### src/rtl/booth_dot_accumulator.sv
`default_nettype none
// ============================================================================
// Module      : booth_dot_accumulator
// Description : Saturating signed dot-product accumulator fed by a Booth
//               multiplier, with a valid/ready result register.
// Revision    : 1.0 - initial release
// ============================================================================
module booth_dot_accumulator #(
    parameter int ACC_W = 12,
    parameter int LEN_W = 4
) (
    input  logic                    clk,
    input  logic                    reset,
    input  logic                    clear,
    input  logic [LEN_W-1:0]        vec_len,
    input  logic signed [7:0]       prod_in,
    input  logic                    prod_valid,
    output logic signed [ACC_W-1:0] sum_out,
    output logic                    sum_valid,
    input  logic                    sum_ready,
    output logic                    sum_sat,
    output logic                    overrun,
    output logic                    busy
);

    typedef enum logic [0:0] {
        S_IDLE  = 1'b0,
        S_ACCUM = 1'b1
    } state_t;

    localparam logic [LEN_W:0] c_full_len = {1'b1, {LEN_W{1'b0}}};
    localparam logic [LEN_W:0] c_one      = {{LEN_W{1'b0}}, 1'b1};
    localparam logic [ACC_W-1:0] c_acc_max = {1'b0, {(ACC_W-1){1'b1}}};
    localparam logic [ACC_W-1:0] c_acc_min = {1'b1, {(ACC_W-1){1'b0}}};

    state_t           r_state;
    state_t           w_state_next;
    logic [ACC_W-1:0] r_acc;
    logic [LEN_W:0]   r_cnt;
    logic             r_vsat;
    logic [ACC_W-1:0] r_sum_out;
    logic             r_sum_valid;
    logic             r_sum_sat;
    logic             r_overrun;

    logic             w_idle;
    logic [LEN_W:0]   w_len;
    logic [LEN_W:0]   w_cnt_next;
    logic [ACC_W:0]   w_prod_ext;
    logic [ACC_W:0]   w_base;
    logic [ACC_W:0]   w_sum;
    logic             w_ovf;
    logic [ACC_W-1:0] w_acc_next;
    logic             w_vsat_next;
    logic             w_done;
    logic             w_slot_free;

    assign w_idle      = (r_state == S_IDLE);
    assign w_len       = (vec_len == '0) ? c_full_len : {1'b0, vec_len};
    assign w_cnt_next  = (w_idle ? w_len : r_cnt) - c_one;
    assign w_prod_ext  = {{(ACC_W-7){prod_in[7]}}, prod_in};
    // A new vector starts from zero, so the first product can never clamp.
    assign w_base      = w_idle ? '0 : {r_acc[ACC_W-1], r_acc};
    assign w_sum       = w_base + w_prod_ext;
    assign w_ovf       = (w_sum[ACC_W] != w_sum[ACC_W-1]);
    assign w_acc_next  = !w_ovf ? w_sum[ACC_W-1:0]
                                : (w_sum[ACC_W] ? c_acc_min : c_acc_max);
    assign w_vsat_next = (!w_idle && r_vsat) || w_ovf;
    assign w_done      = prod_valid && (w_cnt_next == '0);
    assign w_slot_free = !r_sum_valid || sum_ready;

    always_comb begin
        w_state_next = r_state;
        if (prod_valid) begin
            w_state_next = w_done ? S_IDLE : S_ACCUM;
        end
    end

    always_ff @(posedge clk) begin
        if (!reset || clear) begin
            r_state <= S_IDLE;
        end else begin
            r_state <= w_state_next;
        end
    end

    always_ff @(posedge clk) begin
        if (!reset) begin
            r_acc       <= '0;
            r_cnt       <= '0;
            r_vsat      <= 1'b0;
            r_sum_out   <= '0;
            r_sum_valid <= 1'b0;
            r_sum_sat   <= 1'b0;
            r_overrun   <= 1'b0;
        end else if (clear) begin
            // The held sum_out is left in place; only its valid is dropped.
            r_acc       <= '0;
            r_cnt       <= '0;
            r_vsat      <= 1'b0;
            r_sum_valid <= 1'b0;
            r_sum_sat   <= 1'b0;
            r_overrun   <= 1'b0;
        end else begin
            if (prod_valid) begin
                r_acc  <= w_acc_next;
                r_cnt  <= w_cnt_next;
                r_vsat <= w_vsat_next;
            end
            if (w_done) begin
                if (w_slot_free) begin
                    r_sum_out   <= w_acc_next;
                    r_sum_sat   <= w_vsat_next;
                    r_sum_valid <= 1'b1;
                end else begin
                    r_overrun   <= 1'b1;
                end
            end else if (r_sum_valid && sum_ready) begin
                r_sum_valid <= 1'b0;
            end
        end
    end

    assign sum_out   = r_sum_out;
    assign sum_valid = r_sum_valid;
    assign sum_sat   = r_sum_sat;
    assign overrun   = r_overrun;
    assign busy      = (r_state == S_ACCUM);

endmodule
`default_nettype wire

### config.mk
export PLATFORM = sky130hd
export DESIGN_NAME = booth_dot_accumulator
export DESIGN_NICKNAME = d
export VERILOG_FILES = /design/src/rtl/booth_dot_accumulator.sv
export SDC_FILE = /design/constraint.sdc
export NUM_CORES = 1
export LEC_CHECK = 0
export CAP_MARGIN = 10
export CORE_ASPECT_RATIO = 1.4
export CORE_MARGIN = 3
export CORE_UTILIZATION = 35
export DETAILED_ROUTE_END_ITERATION = 10
export PLACE_DENSITY_LB_ADDON = 0.15
export REMOVE_ABC_BUFFERS = 1
export SYNTH_ARGS = -nofsm -noshare
export SYNTH_HDL_FRONTEND = slang
export SYNTH_SLANG_ARGS = --single-unit
### constraint.sdc
create_clock -name clk -period 8.8 [get_ports clk]
set_input_delay 1.76 -clock clk [delete_from_list [all_inputs] [get_ports clk]]
set_output_delay 1.76 -clock clk [all_outputs]
set_load 0.01 [all_outputs]
### Word-level counts from Yosys, hierarchy flattened

Cells that the tools add are included.

| word-level totals | value |
|---|---|
| register bits | 34 |
| input port bits | 17 |
| logic and storage cells | 40 |

| operators by class | value |
|---|---|
| add/sub/neg operators | 2 |
| equality and inequality tests | 2 |
| muxes and demuxes | 9 |
| bitwise gates (word level) | 3 |
| reductions and logical operators | 16 |

Operators with widths:

| operator | number |
|---|---|
| $mux W12 | 2 |
| $add A13 B13 Y13 | 1 |
| $mux W13 | 1 |
| $mux W5 | 2 |
| $reduce_and A2 Y1 | 3 |
| $logic_not A5 Y1 | 1 |
| $sub A5 B1 Y5 const B | 1 |
| $logic_not A4 Y1 | 1 |
| $mux W1 | 4 |
| $logic_and A1 B1 Y1 | 3 |
| $logic_or A1 B1 Y1 | 3 |
| $not A1 Y1 | 3 |
| $reduce_and A3 Y1 | 1 |
| $logic_not A1 Y1 | 2 |
| $ne A2 B1 Y1 const B | 1 |
| $reduce_bool A2 Y1 | 1 |
| $reduce_or A2 Y1 | 1 |
| $ne A1 B1 Y1 | 1 |

### Depth between registers and ports, before layout

Gate-level depths: netlist of run 1.

| depth | value |
|---|---|
| word-level depth | 8 |
| gate-level depth with buffers | 15 |

### Worst setup path after synthesis of run 1

Ideal clock, no wire load.

| timing path | value |
|---|---|
| path kind | input port to flip-flop |
| from | in prod_in[0] |
| to | reg r_acc[4] |
| library setup time | 0.070 ns |
| arrival | 3.665 ns |
| data required time | 8.730 ns |
| slack | 5.065 ns |
| stages | 11 |
| path buffers | 1 |
| cell sequence | ha_1 inv_1 fa_1 nand2b_1 a21o_1 a31o_2 a21oi_2 o21ai_1 buf_2 o21a_1 a21oi_1 |

| between the ends | value |
|---|---|
| cells in the longest elaborated chain, start to end | 3 |

Ends and longest elaborated chain:

| element | line | source |
|---|---|---|
| start, declared | 16 | `input logic signed [7:0] prod_in,` |
| $add A13 B13 Y13 * | 64 | `assign w_sum = w_base + w_prod_ext;` |
| $mux W12 / $ne A1 B1 Y1 (equally long branches) | 67, 65 |  |
| $mux W12 * | 66 | `assign w_acc_next = !w_ovf ? w_sum[ACC_W-1:0]` |
| end signal, assigned | 106 | `r_acc <= w_acc_next;` |
| end, declared | 38 | `logic [ACC_W-1:0] r_acc;` |

Mark *: on every way between the ends. The rest lies on a longest branch, timed or not.
A chain may end at the register's enable or synchronous reset.

### Final worst setup path of run 1

| timing path | value |
|---|---|
| from | in prod_valid |
| to | reg r_sum_out[1] (netlist: sum_out[1]) |

| between the ends | value |
|---|---|
| cells in the longest elaborated chain, start to end | 2 |

Ends and longest elaborated chain:

| element | line | source |
|---|---|---|
| start, declared | 17 | `input logic prod_valid,` |
| $logic_and A1 B1 Y1 | 69 | `assign w_done = prod_valid && (w_cnt_next == '0);` |
| $reduce_and A3 Y1 (no line) | n/a |  |
| end signal, assigned | 112 | `r_sum_out <= w_acc_next;` |
| end, declared | 41 | `logic [ACC_W-1:0] r_sum_out;` |

No other way between the ends.

==> results of run 1 <==
[worst max-delay path: cells and delay by family]
kind | cells | cell delay [ps]
AND/OR/NAND/NOR | 2 | 1270
buffers and inverters | 1 | 1130
AO/OA/AOI/OAI | 2 | 440
[through the flow]
stage          util (%)  instances
2_1_floorplan         -        243
3_3_place_gp      42.45        345
3_5_place_dp      42.45        345
4_1_cts           44.04        353
5_1_grt           44.04        353
6_report          44.04        353
[kinds of logic after synthesis]
family	Yosys count	synth area share (%)
mux	8	4.263
buf+inv	20	3.801
fa+ha+maj	15	8.986
compound gates	97	27.76
flops	34	31.34
xor+xnor	13	5.242
simple gates	69	18.61
[sequential cells by signal (all words and copies together) (netlist names)]
register,cells
busy,1
r_cnt,5
sum_valid,1
r_vsat,1
sum_sat,1
r_acc,12
sum_out,12
overrun,1
[layer usage]
layer / vias up / wire length [µm] / global-route usage [%]
li1: 974 / - / -
met1: 880 / 2265 / 18.12
met2: 28 / 2674 / 26.91
met3: 6 / 155 / 2.528
met4: 0 / 72 / 4.688
met5: - / 0 / 0
[area by class of cell]
| type | count | area share (%) |
|---|---|---|
| clock buffer | 6 | 3.153 |
| tap | 70 | 3.344 |
| timing repair buffer | 32 | 12.23 |
| inverter | 7 | 1.003 |
| clock inverter | 2 | 0.4778 |
| multi-input combinational | 202 | 53.80 |
| sequential | 34 | 25.99 |
[worst max-delay path by stage]
| stage | from | end | slack (ps) | depth (start not counted) |
|---|---|---|---|---|
| after floorplan | prod_in[0] | r_acc[3] | 5040 | 10 |
| after global placement | prod_valid | sum_out[1] | 4080 | 5 |
| after detailed placement | prod_valid | sum_out[1] | 4010 | 5 |
| final | prod_valid | sum_out[1] | 4380 | 5 |
| after CTS | prod_valid | sum_out[1] | 4330 | 5 |
| after global routing | prod_valid | sum_out[1] | 3970 | 5 |
[where the power goes]
part           switching [mW]  leakage, nW  internal, mW
clock network          0.0596       0.0472        0.0629
logic                  0.0359        0.706        0.0301
registers             0.00476        0.277         0.159
total                   0.100         1.03         0.252
[cell usage in the layout, fill, tap and decap left out, types with 3 or more instances in the layout]
cell type,Yosys,routed
dfxtp_1,34,34
clkdlybuf4s50_1,0,32
a21oi_1,29,29
o21ai_0,28,28
nor2_1,18,18
ha_1,14,14
and2_1,13,13
nand2_1,10,10
o21a_1,9,9
mux2i_1,7,7
xor2_1,7,7
inv_1,6,6
nor3_1,6,6
xnor2_1,6,6
clkbuf_8,0,6
nor2b_1,5,5
nand2b_1,4,4
nand3_1,3,3
o211ai_1,3,3
a21o_1,3,3
o211a_1,3,3
a31oi_1,3,3
==> flow_summary_export.csv, run 1 <==
group,metric,value,unit
routing,via_per_inst,5.348,
power,power.total,0.3526,mW
global_route,grt_pass1_wl,8.659,mm
synthesis,synth_area_leaders,"dfxtp_1, ha_1, a21oi_1",
sta,fin_crit_sh,50.27,%
synthesis,yosys_warnings,0,
outcome,status,"finished clean",
synthesis,synth_cell_types,50,
final_layout,num_antenna_cells,0,
placement,placed_cell_area,0.002524,mm²
final_layout,fillers,625,
sta,rsz0062_at_grt,"false",
sta,clock.fmax,226.1,MHz
power,ir_drop,0.1076,mV
clock_network,cts.sinks,34,
routing,first_pass_iters,4,
critical_path,reg2reg_depth,11,
synthesis,ys_ff_latch,34,
clock_network,cts_max_level,2,
synthesis,synth.cell_area,0.002172,mm²
clock_network,clkTransAtPathRegs,70,ps
routing,drc,0,
synthesis,synth_cells,256,
critical_path,cpMaxStageDelayCell,"clkdlybuf4s50_1",
critical_path,timing.rr.end,"sum_out[2]",
sta,drv_slew,0,
power,p_per_area,134.6,mW/mm²
sta,worst_pin_slew,997.2,ps
final_layout,multi_input_area,0.001409,mm²
synthesis,ys_seq_area_share,31.34,%
clock_network,clk_latency,290,ps
synthesis,synth_top_cell_area_share,31.34,%
synthesis,synth_area_leader_cell,"dfxtp_1",
placement,io_buffer_count,32,
floorplan,fp.dieW,72.58,µm
power,power_leakage,1.029,nW
sta,min_period,4424,ps
critical_path,timing.rr.start,"busy",
sta,setup_violations,0,
global_route,globalRouteTotalUtil,15.11,%
critical_path,r2r_setup_slack,5210,ps
min_path,hp-class,"reg2reg",
global_route,gr-total-overflow,0,
sta,finClkSkew,7.771,ps
clock_network,cts_made_buffers,5,
min_path,hp-start,"overrun",
floorplan,pin_count,33,
global_route,antenna_found_initial,0,
final_layout,final-seq-area,680.7,µm²
critical_path,cp.arrival,4610,ps
critical_path,critPathRequiredTime,8990,ps
final_layout,fin_area,0.002619,mm²
critical_path,cp_slowest_stage_delay,1130,ps
final_layout,drive_gt1_share,7.067,%
routing,drt_iter0_drc,55,
routing,routedWlPerCell,14.64,µm
final_layout,nets,314,
min_path,holdPathEnd,"overrun",
sta,worst_slack,4376,ps
floorplan,die_y,99.21,µm
clock_network,max-clock-path-buffers,2,
critical_path,critPathKind,"in2reg",
routing,wirelength,5.167,mm
global_route,grt_start_max_net_pins,31,
sta,setup_tns,0,ps
clock_network,postCtsHoldBufs,0,
critical_path,crit_path_cell_trace,"clkdlybuf4s50_1, nand4_1, nor4_4, o21ai_0, o21ba_2",
critical_path,cp-start-kind,"input port",
synthesis,synthArstFlopShare,0,%
critical_path,critPathCaptureType,"flop",
floorplan,initial_core_util,36.53,%
flow_run,cap_violations,0,
synthesis,synth.avg_cell_area,8.485,µm²
floorplan,core-area,0.005946,mm²
floorplan,rows,33,
synthesis,yosys-top-cells-count,"dfxtp_1, a21oi_1, o21ai_0",
sta,slew_headroom,33.31,%
routing,vias,1888,
global_route,first_global_vias,1836,
clock_network,cts_resized,0,
final_layout,area_growth,20.56,%
sta,timing.hold.ws,477.7,ps
synthesis,yosysMostFrequentCell,"dfxtp_1",
clock_network,cts.root.buffer_cell,"clkbuf_8",
critical_path,crit_fanout,30,
placement,finalWeightedCongestion,0.7952,
placement,dp_slack,4015,ps
floorplan,die-area,0.007201,mm²
clock_network,cts_setup_buffers,0,
sta,hold_violations,0,
placement,dp_hpwl,3.918,mm
routing,antenna_left,0,
min_path,min_path_cells,2,
clock_network,cts_tree,"done",
synthesis,synth-edff-count,0,
synthesis,synth_flop_cell,"dfxtp_1",
No activity file was read; power rests on OpenSTA's default activity.
==> inputs of run 2 (changes only) <==
==> constraint.sdc (replaced) <==
create_clock -name clk -period 4.6 [get_ports clk]
set_input_delay 0.92 -clock clk [delete_from_list [all_inputs] [get_ports clk]]
set_output_delay 0.92 -clock clk [all_outputs]
set_load 0.01 [all_outputs]
==> flow_summary_export.csv, run 2 (same netlist as run 1, synthesis figures left out) <==
group,metric,value,unit
final_layout,final_common_cell,"dfxtp_1",
floorplan,die-area,0.007201,mm²
floorplan,fp.dieW,72.58,µm
power,p_per_area,268.7,mW/mm²
sta,drv_slew,0,
critical_path,cp-start-kind,"flop",
outcome,status,"finished clean",
routing,antenna_left,0,
power,power_leakage,1.049,nW
clock_network,cts.sinks,34,
final_layout,num_antenna_cells,0,
placement,dp_hpwl,3.886,mm
sta,rsz0062_at_grt,"false",
routing,first_pass_iters,4,
floorplan,initial_core_util,36.53,%
routing,top_layer_used,"met4",
clock_network,cts.root.buffer_cell,"clkbuf_8",
clock_network,clk_latency,290,ps
critical_path,timing.rr.start,"busy",
clock_network,cts_resized,0,
final_layout,area_growth,22.29,%
floorplan,pin_count,33,
sta,slew_headroom,36.52,%
placement,io_buffer_count,32,
placement,finalWeightedCongestion,0.7975,
critical_path,critPathKind,"reg2reg",
routing,wl_met3,159,µm
flow_run,cap_violations,0,
min_path,holdPathEnd,"r_acc[11]",
sta,min_period,3594,ps
floorplan,rows,33,
min_path,hp-start,"r_acc[11]",
final_layout,final_cell_mix,"dfxtp_1, clkdlybuf4s50_1, a21oi_1",
sta,worst_pin_slew,950.9,ps
critical_path,cpMaxStageDelayCell,"dfxtp_1",
routing,drt_iter0_drc,91,
final_layout,fillers,626,
clock_network,clkTransAtPathRegs,70,ps
sta,hold_violations,0,
sta,setup_tns,0,ps
final_layout,final_cells,356,
critical_path,critPathRequiredTime,4810,ps
routing,drc,0,
sta,setup_violations,0,
sta,fin_crit_sh,78.12,%
routing,wl_met1,2.260,mm
critical_path,cp_slowest_stage_delay,950,ps
critical_path,cp.arrival,3800,ps
critical_path,reg2reg_depth,11,
routing,vias,1862,
critical_path,critPathCaptureType,"flop",
critical_path,r2r_setup_slack,1010,ps
min_path,min_path_cells,2,
floorplan,die_y,99.21,µm
clock_network,cts_max_level,2,
floorplan,core-area,0.005946,mm²
sta,finClkSkew,8.975,ps
sta,clock.fmax,278.3,MHz
global_route,antenna_found_initial,0,
routing,wirelength,5.184,mm
routing,wl_met2,2.686,mm
clock_network,cts_setup_buffers,0,
placement,placed_cells,348,
critical_path,path_delay_family,"compound AO/OA/AOI/OAI gates",
min_path,hp-class,"reg2reg",
critical_path,crit_fanout,26,
clock_network,cts_tree,"done",
clock_network,cts_made_buffers,5,
power,ir_drop,0.1499,mV
global_route,grt_pass1_wl,8.859,mm
global_route,grt_start_max_net_pins,31,
routing,routedWlPerCell,14.56,µm
final_layout,nets,317,
global_route,gr-total-overflow,0,
critical_path,timing.rr.end,"r_acc[8]",
global_route,globalRouteTotalUtil,15.54,%
critical_path,path_buf_inv,1,
clock_network,postCtsHoldBufs,0,
final_layout,drive_gt1_share,7.692,%
global_route,first_global_vias,1909,
clock_network,max-clock-path-buffers,2,
routing,via_per_inst,5.230,
critical_path,crit_path_cell_trace,"and2_1, ha_1, inv_1, fa_1, nand2b_1, a21o_1, a31o_2, a21oi_2, o21ai_1, o21a_1, a21oi_1",
-- run 2: cell types whose count changed in the layout (fill, tap and decap cells not counted), sizes merged --
| cell | before | now |
|---|---|---|
| bufinv | 0 | 1 |
| buf | 0 | 3 |
| clkinv | 1 | 0 |
-- run 2: through the flow --
stage	setup WS [ps]	hold slack [ps]	power, mW	instance area [µm²]	util, %
2_1_floorplan	1612	447.3	0.3992	2116	-
3_3_place_gp	791.3	463.7	0.4497	2546	42.82
3_5_place_dp	749.6	466.6	0.4497	2546	42.82
4_1_cts	925.9	476.6	0.7244	2656	44.68
5_1_grt	623.4	514.5	0.7538	2656	44.68
6_report	1006	479.3	0.7138	2656	44.68
-- run 2: report_power, final --
part	total [mW]	switching (mW)	internal (mW)
Sequential	0.313	0.00867	0.305
Clock	0.272	0.111	0.162
Combinational	0.128	0.0694	0.0587
Total	0.714	0.189	0.525
-- run 2: cell type report --
| class | instances | area, µm² | share of cell area [%] |
|---|---|---|---|
| sequential | 34 | 680.7 | 25.62 |
| timing repair buffer | 35 | 342.8 | 12.91 |
| tap | 70 | 87.58 | 3.297 |
| multi-input combinational | 202 | 1409 | 53.04 |
| clock inverter | 2 | 37.54 | 1.413 |
| clock buffer | 6 | 72.57 | 2.732 |
| inverter | 7 | 26.28 | 0.9892 |
-- run 2: how the worst max path moves through the flow --
stage          cells after the start       start  slack (ps)           to
2_1_floorplan                     11        busy        1610     r_acc[3]
3_3_place_gp                      11  prod_in[0]         790  sum_out[10]
3_5_place_dp                       9  prod_in[7]         750     r_acc[3]
4_1_cts                           11        busy         930     r_acc[8]
5_1_grt                           11        busy         620     r_acc[8]
6_report                          11        busy        1010     r_acc[8]
-- run 2: worst min-delay path, delay by kind of cell, from the launching register on --
family	cells	cell delay, ps
AO/OA/AOI/OAI	1	50
flip-flops	1	310
AND/OR/NAND/NOR	1	80
-- run 2: per-layer routing --
layer / vias to the layer above / GRT usage, %
met5: - / 0
met4: 0 / 5.540
met3: 5 / 2.831
met2: 25 / 27.68
met1: 852 / 18.18
li1: 980 / -
